<file path="config.mk">
export PLATFORM = sky130hd
export DESIGN_NAME = reset_sequencer
export DESIGN_NICKNAME = d
export VERILOG_FILES = /design/src/rtl/rstseq_pkg.sv /design/src/rtl/rstseq_timer.sv /design/src/rtl/reset_sequencer.sv
export SDC_FILE = /design/constraint.sdc
export NUM_CORES = 1
export LEC_CHECK = 0
export BUFFER_PORTS_ARGS = -buffer_cell sky130_fd_sc_hd__buf_4
export CAP_MARGIN = 10
export CORE_AREA = 5 5 100 55
export CTS_BUF_LIST = sky130_fd_sc_hd__clkbuf_16
export CTS_CLUSTER_DIAMETER = 30
export DETAILED_ROUTE_END_ITERATION = 8
export DIE_AREA = 0 0 105 60
export PLACE_DENSITY = 0.66
export SLEW_MARGIN = 5
export SYNTH_ARGS = -nofsm -noshare
export SYNTH_HDL_FRONTEND = slang
export SYNTH_SLANG_ARGS = --single-unit
</file>
<file path="constraint.sdc">
create_clock -name clk -period 2.65 [get_ports clk]
set_clock_uncertainty 0.2 [all_clocks]
set_input_delay 0.3975 -clock clk [delete_from_list [all_inputs] [get_ports clk]]
set_output_delay 0.3975 -clock clk [all_outputs]
set_load 0.05 [all_outputs]
</file>
<file path="src/rtl/rstseq_pkg.sv">
// Shared state type and default 80 MHz timing constants for the reset sequencer.
package rstseq_pkg;

   localparam int STATE_W = 2;

   typedef enum logic [STATE_W-1:0] {
      ST_INIT,
      ST_STAGE,
      ST_HOLD,
      ST_DONE
   } state_t;

   localparam int CLK_80M = 80_000_000;
   localparam int SEC_CYC = CLK_80M;

   // 20 s power-up, 1 us stagger, 10 ms re-sequence, 1 s watchdog
   localparam int DEF_INIT_DELAY    = 20 * SEC_CYC;
   localparam int DEF_STAGE_GAP     = 80;
   localparam int DEF_RESTART_DELAY = SEC_CYC / 100;
   localparam int DEF_WDT_TIMEOUT   = SEC_CYC;

endpackage

</file>
<file path="src/rtl/rstseq_timer.sv">
// Up-counter with synchronous clear and enable; expire_o pulses on the enabled
// edge at which the count reaches limit_i-1, i.e. the limit_i-th counted edge.
module rstseq_timer
   import rstseq_pkg::*;
#(
   parameter int CNT_W = 32
) (
   input  logic             clk,
   input  logic             rst_n,
   input  logic             clr_i,
   input  logic             en_i,
   input  logic [CNT_W-1:0] limit_i,
   output logic             expire_o
);

   logic [CNT_W-1:0] cnt_q = '0;
   logic [CNT_W-1:0] cnt_d;

   always_comb begin
      cnt_d = cnt_q;
      if (clr_i) begin
         cnt_d = '0;
      end else if (en_i) begin
         cnt_d = cnt_q + CNT_W'(1);
      end
   end

   always_ff @(posedge clk) begin
      if (!rst_n) begin
         cnt_q <= '0;
      end else begin
         cnt_q <= cnt_d;
      end
   end

   assign expire_o = en_i && (cnt_q == (limit_i - CNT_W'(1)));

endmodule

</file>
<file path="src/rtl/reset_sequencer.sv">
// Staggered power-up enable generator with restart and, when RSTSEQ_WATCHDOG_EN
// is defined, a watchdog that re-sequences if kick stops arriving in ST_DONE.
module reset_sequencer
   import rstseq_pkg::*;
#(
   parameter int NUM_CH        = 4,
   parameter int INIT_DELAY    = DEF_INIT_DELAY,
   parameter int STAGE_GAP     = DEF_STAGE_GAP,
   parameter int RESTART_DELAY = DEF_RESTART_DELAY,
   parameter int WDT_TIMEOUT   = DEF_WDT_TIMEOUT,
   parameter int CNT_W         = 32
) (
   input  logic              clk,
   input  logic              rst_n,
   input  logic              restart,
   input  logic              kick,
   output logic [NUM_CH-1:0] en_out,
   output logic              done,
   output logic              wdt_trip
);

   localparam int IDX_W = (NUM_CH > 1) ? $clog2(NUM_CH) : 1;

   state_t            state_q = ST_INIT;
   state_t            state_d;
   logic [NUM_CH-1:0] en_q    = '0;
   logic [NUM_CH-1:0] en_d;
   logic              done_q  = 1'b0;
   logic              done_d;
   logic [IDX_W-1:0]  idx_q   = '0;
   logic [IDX_W-1:0]  idx_d;

   logic              seq_clr;
   logic              seq_en;
   logic              seq_expire;
   logic [CNT_W-1:0]  seq_limit;
   logic              wdt_expire;

   rstseq_timer #(.CNT_W(CNT_W)) u_seq_timer (
      .clk      (clk),
      .rst_n    (rst_n),
      .clr_i    (seq_clr),
      .en_i     (seq_en),
      .limit_i  (seq_limit),
      .expire_o (seq_expire)
   );

   always_comb begin
      state_d   = state_q;
      en_d      = en_q;
      done_d    = done_q;
      idx_d     = idx_q;
      seq_clr   = 1'b0;
      seq_en    = 1'b1;
      seq_limit = CNT_W'(INIT_DELAY);

      unique case (state_q)
         ST_INIT, ST_HOLD: begin
            seq_limit = (state_q == ST_INIT) ? CNT_W'(INIT_DELAY) : CNT_W'(RESTART_DELAY);
            if (seq_expire) begin
               en_d[0] = 1'b1;
               idx_d   = IDX_W'(1);
               seq_clr = 1'b1;
               if (NUM_CH == 1) begin
                  state_d = ST_DONE;
                  done_d  = 1'b1;
               end else begin
                  state_d = ST_STAGE;
               end
            end
         end
         ST_STAGE: begin
            seq_limit = CNT_W'(STAGE_GAP);
            if (seq_expire) begin
               en_d[idx_q] = 1'b1;
               idx_d       = idx_q + IDX_W'(1);
               seq_clr     = 1'b1;
               if (idx_q == IDX_W'(NUM_CH - 1)) begin
                  state_d = ST_DONE;
                  done_d  = 1'b1;
               end
            end
         end
         ST_DONE: begin
            seq_en  = 1'b0;
            seq_clr = 1'b1;
         end
         default: begin
            state_d = ST_INIT;
         end
      endcase

      // Restart (manual or watchdog) overrides whatever the sequence was doing
      if (restart || wdt_expire) begin
         state_d = ST_HOLD;
         en_d    = '0;
         done_d  = 1'b0;
         idx_d   = '0;
         seq_clr = 1'b1;
      end
   end

   always_ff @(posedge clk) begin
      if (!rst_n) begin
         state_q <= ST_INIT;
         en_q    <= '0;
         done_q  <= 1'b0;
         idx_q   <= '0;
      end else begin
         state_q <= state_d;
         en_q    <= en_d;
         done_q  <= done_d;
         idx_q   <= idx_d;
      end
   end

   assign en_out = en_q;
   assign done   = done_q;

`ifdef RSTSEQ_WATCHDOG_EN
   logic wdt_run;
   logic trip_q = 1'b0;
   logic trip_d;

   // Counts only idle DONE edges; any kick or other state restarts the window
   assign wdt_run = (state_q == ST_DONE) && !kick;

   rstseq_timer #(.CNT_W(CNT_W)) u_wdt_timer (
      .clk      (clk),
      .rst_n    (rst_n),
      .clr_i    (!wdt_run),
      .en_i     (wdt_run),
      .limit_i  (CNT_W'(WDT_TIMEOUT)),
      .expire_o (wdt_expire)
   );

   assign trip_d = trip_q | wdt_expire;

   always_ff @(posedge clk) begin
      if (!rst_n) begin
         trip_q <= 1'b0;
      end else begin
         trip_q <= trip_d;
      end
   end

   assign wdt_trip = trip_q;
`else
   localparam int unused_wdt_timeout = WDT_TIMEOUT;
   logic unused_kick;

   assign unused_kick = kick;
   assign wdt_expire  = 1'b0;
   assign wdt_trip    = 1'b0;
`endif

endmodule

</file>
==> impl_metrics.toml, run 1 <==
[drt]
drt-initial-drc-count = 106
wire_per_inst_um = 14.57
viasPerCell = 5.361
ant_nets = 0
wl_um = 4838
drc = 0
dr.pass1.iters = 4
vias = 1780

[setup_path]
path_max_fanout = 8
critPathLaunchType = "flip-flop"
endpoint_kind = "flip-flop"
r2r-end = "state_q[1]"
critPathKind = "reg -> reg"
rr_worst_depth = 8
required_ns = 2.67
rr_startpoint = "state_q[0]"
r2r_slack_ns = 0.24
cp.arrival_ns = 2.44

[placement]
post_dp_cell_area_um2 = 2350
gp_congestion = 0.8144
dp.final_hpwl_um = 3639
portBuffers = 7
pre_cts_slack_ns = 0.2681

[synthesis]
yosysSeqAreaShare_pct = 37.23
yosysUniqueCellTypes = 48
synth_area_leaders = "dfxtp_1 37%, xnor2_1 7.9%, nor2_1 7.0%"
synth_top_area_cell = "dfxtp_1"
ys_ff_latch = 41
syn-cell-area_um2 = 2205
ys.flop_type = "dfxtp_1"
ys_warn_count = 0
netlist_instances = 260
syn_area_per_cell_um2 = 8.479
synth_nets = 274
yosys-top-cells-count = "41 x dfxtp_1, 41 x nor2_1, 21 x nand2_1"
synth_edf_count = 0
synth_top_area_share_pct = 37.23
synthArstFlopShare_pct = 0

[floorplan]
ios = 10
die_y_um = 60
num_rows = 18
die_area_um2 = 6300
core_area_um2 = 4639
initial_core_util_pct = 47.52
die_w_um = 105

[global_routing]
grt_pass1_vias = 1601
grt_max_degree = 33
antenna_found_initial = 0
grt_pass1_wl_um = 8059
grt_overflow = 0
grt_usage_pct = 16.40

[clock_network]
worstSkewPairLatency_ns = 0.29
cts_sinks = 41
cts_setup_buffers = 0
cts.repair.resized = 0
clock_path_buffers = 2
cts_tree = "yes"
htreeDepth = 2
numCtsBuffers = 5
holdBufCountCts = 0
path_clk_slew_ns = 0.06
cts_root_buf = "clkbuf_16"

[power]
p_leak_nw = 0.8225
total_power_mw = 1.346
p_per_area_nw_per_um2 = 535.0
vdd_ir_drop_max_mv = 0.2319

[run]
drv_cap = 0

[sta]
drv_slew = 0
tns_ns = 0
rsz0062_at_grt = "false"
setup_ws_ns = 0.2392
timing.hold.ws_ns = 0.1761
finalSetupViolCount = 0
hold_viol = 0
max_freq_ghz = 0.4148
finalCriticalPeriod_ns = 2.411
period_share_pct = 90.97

[layout]
diodes = 0
nets = 285
syn2layout_area_growth_pct = 14.13
drive_gt1_share_pct = 12.50
fill_cells = 428
fin_area_um2 = 2516

[min_path]
hold_class = "in -> reg"
hold_path_depth = 2
hp-start = "rst_n"
holdPathEnd = "state_q[1]"

[status]
outcome = "finished, final reports clean"
==> placed cells by master (no fill, tap or decap), drive strengths merged, types with 2 or more instances in the layout <==
master   synthesis  layout
nor2            41      41
dfxtp           41      41
nand2           21      21
xnor2           20      20
buf              7      14
inv             12      12
nor4            12      12
nand3           11      11
xor2            10      10
ha              10      10
nand4            9       9
nor3             8       8
o21ai            7       7
nor2b            5       5
and4             5       5
clkbuf           3       5
a21o             3       3
and2             3       3
nand2b           2       2
and3             2       2
nor4b            2       2
nand3b           2       2
a21oi            2       2
o2111ai          2       2
or3              2       2
==> stage by stage <==
step                utilization, %  std cells
floorplan                        -        260
global placement             50.65        324
detailed placement           50.65        324
CTS                          54.23        332
global route                 54.23        332
finish                       54.23        332
==> cell families after synthesis <==
group | share of synthesized area (%)
fa+ha+maj | 5.675
other cells | 0.1701
buf+inv | 4.199
flops | 37.23
xor+xnor | 11.92
simple gates | 31.16
compound gates | 9.648
==> flip-flops by register name, summed over array words and instances, names as in the netlist <==
name,cells
done,1
state_q,2
u_seq_timer.cnt_q,32
en_out,4
idx_q,2
==> critical path, stage by stage, from the launching register on <==
cell	delay [ns]
dfxtp_1	0.39
inv_1	0.10
ha_1	0.39
nand2b_1	0.18
a21o_1	0.20
a2111oi_2	0.36
buf_4	0.20
a311o_1	0.17
o311a_1	0.16
==> power breakdown <==
part / switching, mW / internal, mW
Sequential: 0.00210 / 0.619
Combinational: 0.0247 / 0.0146
Clock: 0.245 / 0.441
Total: 0.272 / 1.07
==> worst max-delay path by stage <==
stage | from | endpoint | slack (ns) | cells after the start
2_1_floorplan | state_q[0] | state_q[1] | 0.34 | 7
3_3_place_gp | state_q[0] | state_q[1] | 0.31 | 8
3_5_place_dp | state_q[0] | state_q[1] | 0.27 | 8
4_1_cts | state_q[1] | idx_q[1] | 0.24 | 7
5_1_grt | state_q[0] | state_q[1] | 0.13 | 8
6_report | state_q[0] | state_q[1] | 0.24 | 8
==> cell type report <==
class	count	area [um2]	share of cell area (%)
multi-input combinational	197	1291	51.32
sequential	41	820.8	32.62
clock buffer	5	125.1	4.973
timing repair buffer	14	117.6	4.674
tap	60	75.07	2.984
inverter	12	45.04	1.790
clock inverter	3	41.29	1.641
==> layer usage <==
layer  up-vias  track usage [%]  share of wire, %
li1        922                -                 -
met1       816            25.90                55
met2        37            21.47                37
met5         -                0                 0
met4         0            3.825              0.68
met3         5            4.315               7.5
Power figures use the tool's default switching activity.
==> inputs of run 2 (changes only) <==
==> constraint.sdc (replaced) <==
create_clock -name clk -period 2.85 [get_ports clk]
set_clock_uncertainty 0.2 [all_clocks]
set_input_delay 0.4275 -clock clk [delete_from_list [all_inputs] [get_ports clk]]
set_output_delay 0.4275 -clock clk [all_outputs]
set_load 0.05 [all_outputs]
==> impl_metrics.toml, run 2 (synthesis results as in run 1) <==
[global_routing]
antenna_found_initial = 0
grt.met2_usage_pct = 18.60
grt_overflow = 0
grt_util_met1_pct = 27.08
grt_max_degree = 33
grt_usage_pct = 16.28
grt_pass1_wl_um = 7921
grt_pass1_vias = 1491
grt_use_met3_pct = 4.639
top_usage_layer = "met1"

[drt]
viasPerCell = 5.450
drc = 0
vias = 1804
drt-initial-drc-count = 126
wire_per_inst_um = 14.69
dr.pass1.iters = 4
wl_um = 4863
ant_nets = 0

[layout]
diodes = 0
fill_cells = 447
seq_area_um2 = 820.8
drive_gt1_share_pct = 12.55
nets = 284
regMostFlops = "u_seq_timer.cnt_q"
final_cell_mix = "41 x nor2_1, 41 x dfxtp_1, 21 x nand2_1"
multiInputGateArea_um2 = 1291
largest_reg_flops = 32
syn2layout_area_growth_pct = 12.94

[setup_path]
cpPeakStageDelay_ns = 0.40
endpoint_kind = "flip-flop"
cp.arrival_ns = 2.44
critPathLaunchType = "flip-flop"
r2r_slack_ns = 0.39
crit_buf_inv = 2
critPathKind = "reg -> reg"
cp_slowest_cell = "ha_1"
path_cells = "inv_1 -> ha_1 -> nand2b_1 -> a21o_1 -> a2111oi_2 -> buf_4 -> nand2_1 -> o311a_1"
path_max_fanout = 8
required_ns = 2.82
critPathTopFamily = "compound AO/OA/AOI/OAI gates"

[placement]
dp.final_hpwl_um = 3609
gp_congestion = 0.8316
portBuffers = 7

[power]
vdd_ir_drop_max_mv = 0.2128
p_leak_nw = 0.8134
p_per_area_nw_per_um2 = 470.5
total_power_mw = 1.171

[floorplan]
die_area_um2 = 6300
num_rows = 18
ios = 10
core_area_um2 = 4639
initial_core_util_pct = 47.52
die_y_um = 60
die_w_um = 105

[sta]
timing.hold.ws_ns = 0.1963
finalSetupViolCount = 0
rsz0062_at_grt = "false"
finalCriticalPeriod_ns = 2.464
period_share_pct = 86.47
tns_ns = 0
drv_slew = 0
max_freq_ghz = 0.4058
hold_viol = 0

[min_path]
hold_class = "in -> reg"

[status]
outcome = "finished, final reports clean"

[clock_network]
numCtsBuffers = 5
htreeDepth = 2
path_clk_slew_ns = 0.06
holdBufCountCts = 0
cts_setup_buffers = 0
cts_root_buf = "clkbuf_16"
worstSkewPairLatency_ns = 0.28
clock_path_buffers = 2
cts_sinks = 41
cts_tree = "yes"
cts.repair.resized = 0

[run]
drv_cap = 0
## run 2: cell count changes in the layout (fill, tap and decap cells not counted)
cell	before	now
clkinv_1	1	0
buf_4	13	12
clkinv_4	0	2
clkinv_2	0	1
clkinvlp_4	1	0
bufinv_16	1	0
## run 2: final timing paths
check,cells past startpoint,start,endpoint
worst max-delay path,8,state_q[0],state_q[1]
worst min-delay path,2,rst_n,state_q[1]
worst max register to register,8,state_q[0],state_q[1]
worst min register to register,1,u_seq_timer.cnt_q[0],u_seq_timer.cnt_q[0]
## run 2: per-layer routing
metal | part of all wire (%) | vias up
met5 | 0 | -
met4 | 0.29 | 0
met3 | 7.3 | 2
met2 | 36 | 40
met1 | 57 | 840
li1 | - | 922
## run 2: cell type report
cell class              count  share of cell area, %
multi-input cells         197                  51.86
repair buffers             13                  4.422
well taps                  60                  3.015
flip-flops and latches     41                  32.96
clock inverters             3                 0.9045
inverters                  12                  1.809
clock buffers               5                  5.025
## run 2: stage by stage
| step | setup slack (ns) | utilization (%) | cell area (um2) | std cells |
|---|---|---|---|---|
| finish | 0.3857 | 53.67 | 2490 | 331 |
| global route | 0.2812 | 53.67 | 2490 | 331 |
| CTS | 0.4124 | 53.67 | 2490 | 331 |
| detailed placement | 0.4281 | 50.49 | 2342 | 323 |
| global placement | 0.4747 | 50.49 | 2342 | 323 |
| floorplan | 0.5432 | - | 2205 | 260 |
## run 2: report_power, final
group	internal, mW	leakage, nW	switching [mW]
sequential	0.575	0.331	0.00191
clock	0.326	0.0738	0.233
combinational	0.0135	0.409	0.0226
==> inputs of run 3 (changes only) <==
--- a/config.mk
+++ b/config.mk
@@ -5,14 +5,15 @@
 export SDC_FILE = /design/constraint.sdc
 export NUM_CORES = 1
 export LEC_CHECK = 0
+export ABC_AREA = 1
 export BUFFER_PORTS_ARGS = -buffer_cell sky130_fd_sc_hd__buf_4
 export CAP_MARGIN = 10
-export CORE_AREA = 5 5 100 55
+export CORE_AREA = 5 5 107 59
 export CTS_BUF_LIST = sky130_fd_sc_hd__clkbuf_16
 export CTS_CLUSTER_DIAMETER = 30
 export DETAILED_ROUTE_END_ITERATION = 8
-export DIE_AREA = 0 0 105 60
-export PLACE_DENSITY = 0.66
+export DIE_AREA = 0 0 112 64
+export PLACE_DENSITY = 0.65
 export SLEW_MARGIN = 5
 export SYNTH_ARGS = -nofsm -noshare
 export SYNTH_HDL_FRONTEND = slang
==> impl_metrics.toml, run 3 <==
[status]
outcome = "finished, final reports clean"

[clock_network]
cts_tree = "yes"
cts_setup_buffers = 0
path_clk_slew_ns = 0.06
cts.repair.resized = 0
clock_path_buffers = 2
cts_root_buf = "clkbuf_16"
cts_sinks = 41
numCtsBuffers = 5
worstSkewPairLatency_ns = 0.29
htreeDepth = 2
holdBufCountCts = 0

[sta]
finalSetupViolCount = 0
tns_ns = 0
rsz0062_at_grt = "false"
hold_viol = 0
max_freq_ghz = 0.3852
finalCriticalPeriod_ns = 2.596
drv_slew = 0
period_share_pct = 91.10

[synthesis]
ys_ff_latch = 41
yosysUniqueCellTypes = 30
yosysMostFrequentCell = "nand2_1"
syn-cell-area_um2 = 2529
synth_top_area_cell = "dfxtp_1"
netlist_instances = 382
synth_nets = 396
yosys-top-cells-count = "95 x nand2_1, 65 x nor2_1, 46 x inv_1"
yosysSeqAreaShare_pct = 32.46
synth_top_area_share_pct = 32.46
synth_area_leaders = "dfxtp_1 32%, nand2_1 14%, nor2_1 9.6%"
synthArstFlopShare_pct = 0
syn_area_per_cell_um2 = 6.620
ys_warn_count = 0
synth_edf_count = 0
ys.flop_type = "dfxtp_1"

[setup_path]
path_cells = "inv_1 -> ha_1 -> buf_4 -> nand2_1 -> nand2_1 -> nor2_1 -> nand2_1 -> nor2_1 -> nand2_1 -> nor2_4 -> nor2_2 -> nand2_1 -> buf_12 -> nor3_1"
cp_common_cell = "nand2_1"
critPathKind = "reg -> reg"
critPathLaunchType = "flip-flop"
cp_slowest_cell = "dfxtp_1"
path_max_fanout = 17
endpoint_kind = "flip-flop"
cpPeakStageDelay_ns = 0.39
required_ns = 2.82
cp.arrival_ns = 2.57

[power]
p_per_area_nw_per_um2 = 417.2
p_leak_nw = 1.049
vdd_ir_drop_max_mv = 0.3046

[drt]
ant_nets = 0
wire_per_inst_um = 13.43
drt-initial-drc-count = 180
wl_um = 6274
dr.pass1.iters = 6
vias = 2372
drc = 0
viasPerCell = 5.079

[placement]
post_dp_cell_area_um2 = 2684
portBuffers = 7
dp.final_hpwl_um = 4920
gp_congestion = 0.9380

[global_routing]
antenna_found_initial = 0
grt_max_degree = 18
grt_pass1_vias = 2053
grt_pass1_wl_um = 10330
grt_overflow = 0
grt_usage_pct = 18.47

[run]
drv_cap = 0

[floorplan]
die_y_um = 64
initial_core_util_pct = 48.13
die_w_um = 112
core_area_um2 = 5254
num_rows = 19
die_area_um2 = 7168
ios = 10

[min_path]
hold_class = "in -> reg"

[layout]
drive_gt1_share_pct = 10.15
largest_reg_flops = 32
syn2layout_area_growth_pct = 11.63
final_cell_mix = "95 x nand2_1, 65 x nor2_1, 47 x inv_1"
diodes = 0
regMostFlops = "u_seq_timer.cnt_q"
fin_area_um2 = 2823
nets = 407
final_common_cell = "nand2_1"
-- run 3: layout make-up --
class                   instances  area, um2
fillers                       533       2431
multi-input cells             284       1476
flip-flops and latches         41      820.8
inverters                      50      187.7
clock buffers                   5      125.1
repair buffers                 11      107.6
well taps                      73      91.34
clock inverters                 3      13.76
-- run 3: metal layers --
layer  GRT usage, %  wire length, um
met5              0                0
met4          5.847               90
met3          5.184              537
met2          22.46             2144
met1          29.87             3501
-- run 3: power by group --
group          total [mW]  switching (mW)  internal [mW]
clock network       0.550           0.232          0.318
logic              0.0498          0.0324         0.0174
registers           0.578         0.00252          0.575
-- run 3: worst max-delay path: cells and delay by family (launching register included) --
family	cells	cell delay [ns]
AND/OR/NAND/NOR	10	1.07
buffers and inverters	3	0.46
adder cells (fa/ha/maj)	1	0.36
flip-flops	1	0.39
-- run 3: stage by stage --
step / power, mW / util, % / setup slack [ns] / hold slack [ns] / cells
after global placement: 0.6395 / 51.08 / 0.2899 / 0.2384 / 459
final: 1.178 / 53.73 / 0.2537 / 0.1906 / 467
after global routing: 1.220 / 53.73 / 0.07227 / 0.1978 / 467
after detailed placement: 0.6398 / 51.08 / 0.2864 / 0.2443 / 459
after floorplan: 0.6235 / - / 0.7335 / 0.2408 / 382
after CTS: 1.186 / 53.73 / 0.2580 / 0.1854 / 467
-- run 3: worst paths after layout --
kind / startpoint / to / slack [ns] / cells after the start
min: rst_n / state_q[1] / 0.19 / 3
min reg2reg: en_out[2] / en_out[2] / 0.25 / 2
max: state_q[0] / u_seq_timer.cnt_q[3] / 0.25 / 14
max reg2reg: state_q[0] / u_seq_timer.cnt_q[3] / 0.25 / 14
-- run 3: kinds of logic after synthesis --
kind of cell | count (synthesis) | share of synthesized area, %
simple gates | 224 | 40.38
flops | 41 | 32.46
buf+inv | 57 | 9.154
other cells | 1 | 0.1483
xor+xnor | 20 | 6.927
fa+ha+maj | 10 | 4.948
compound gates | 29 | 5.987
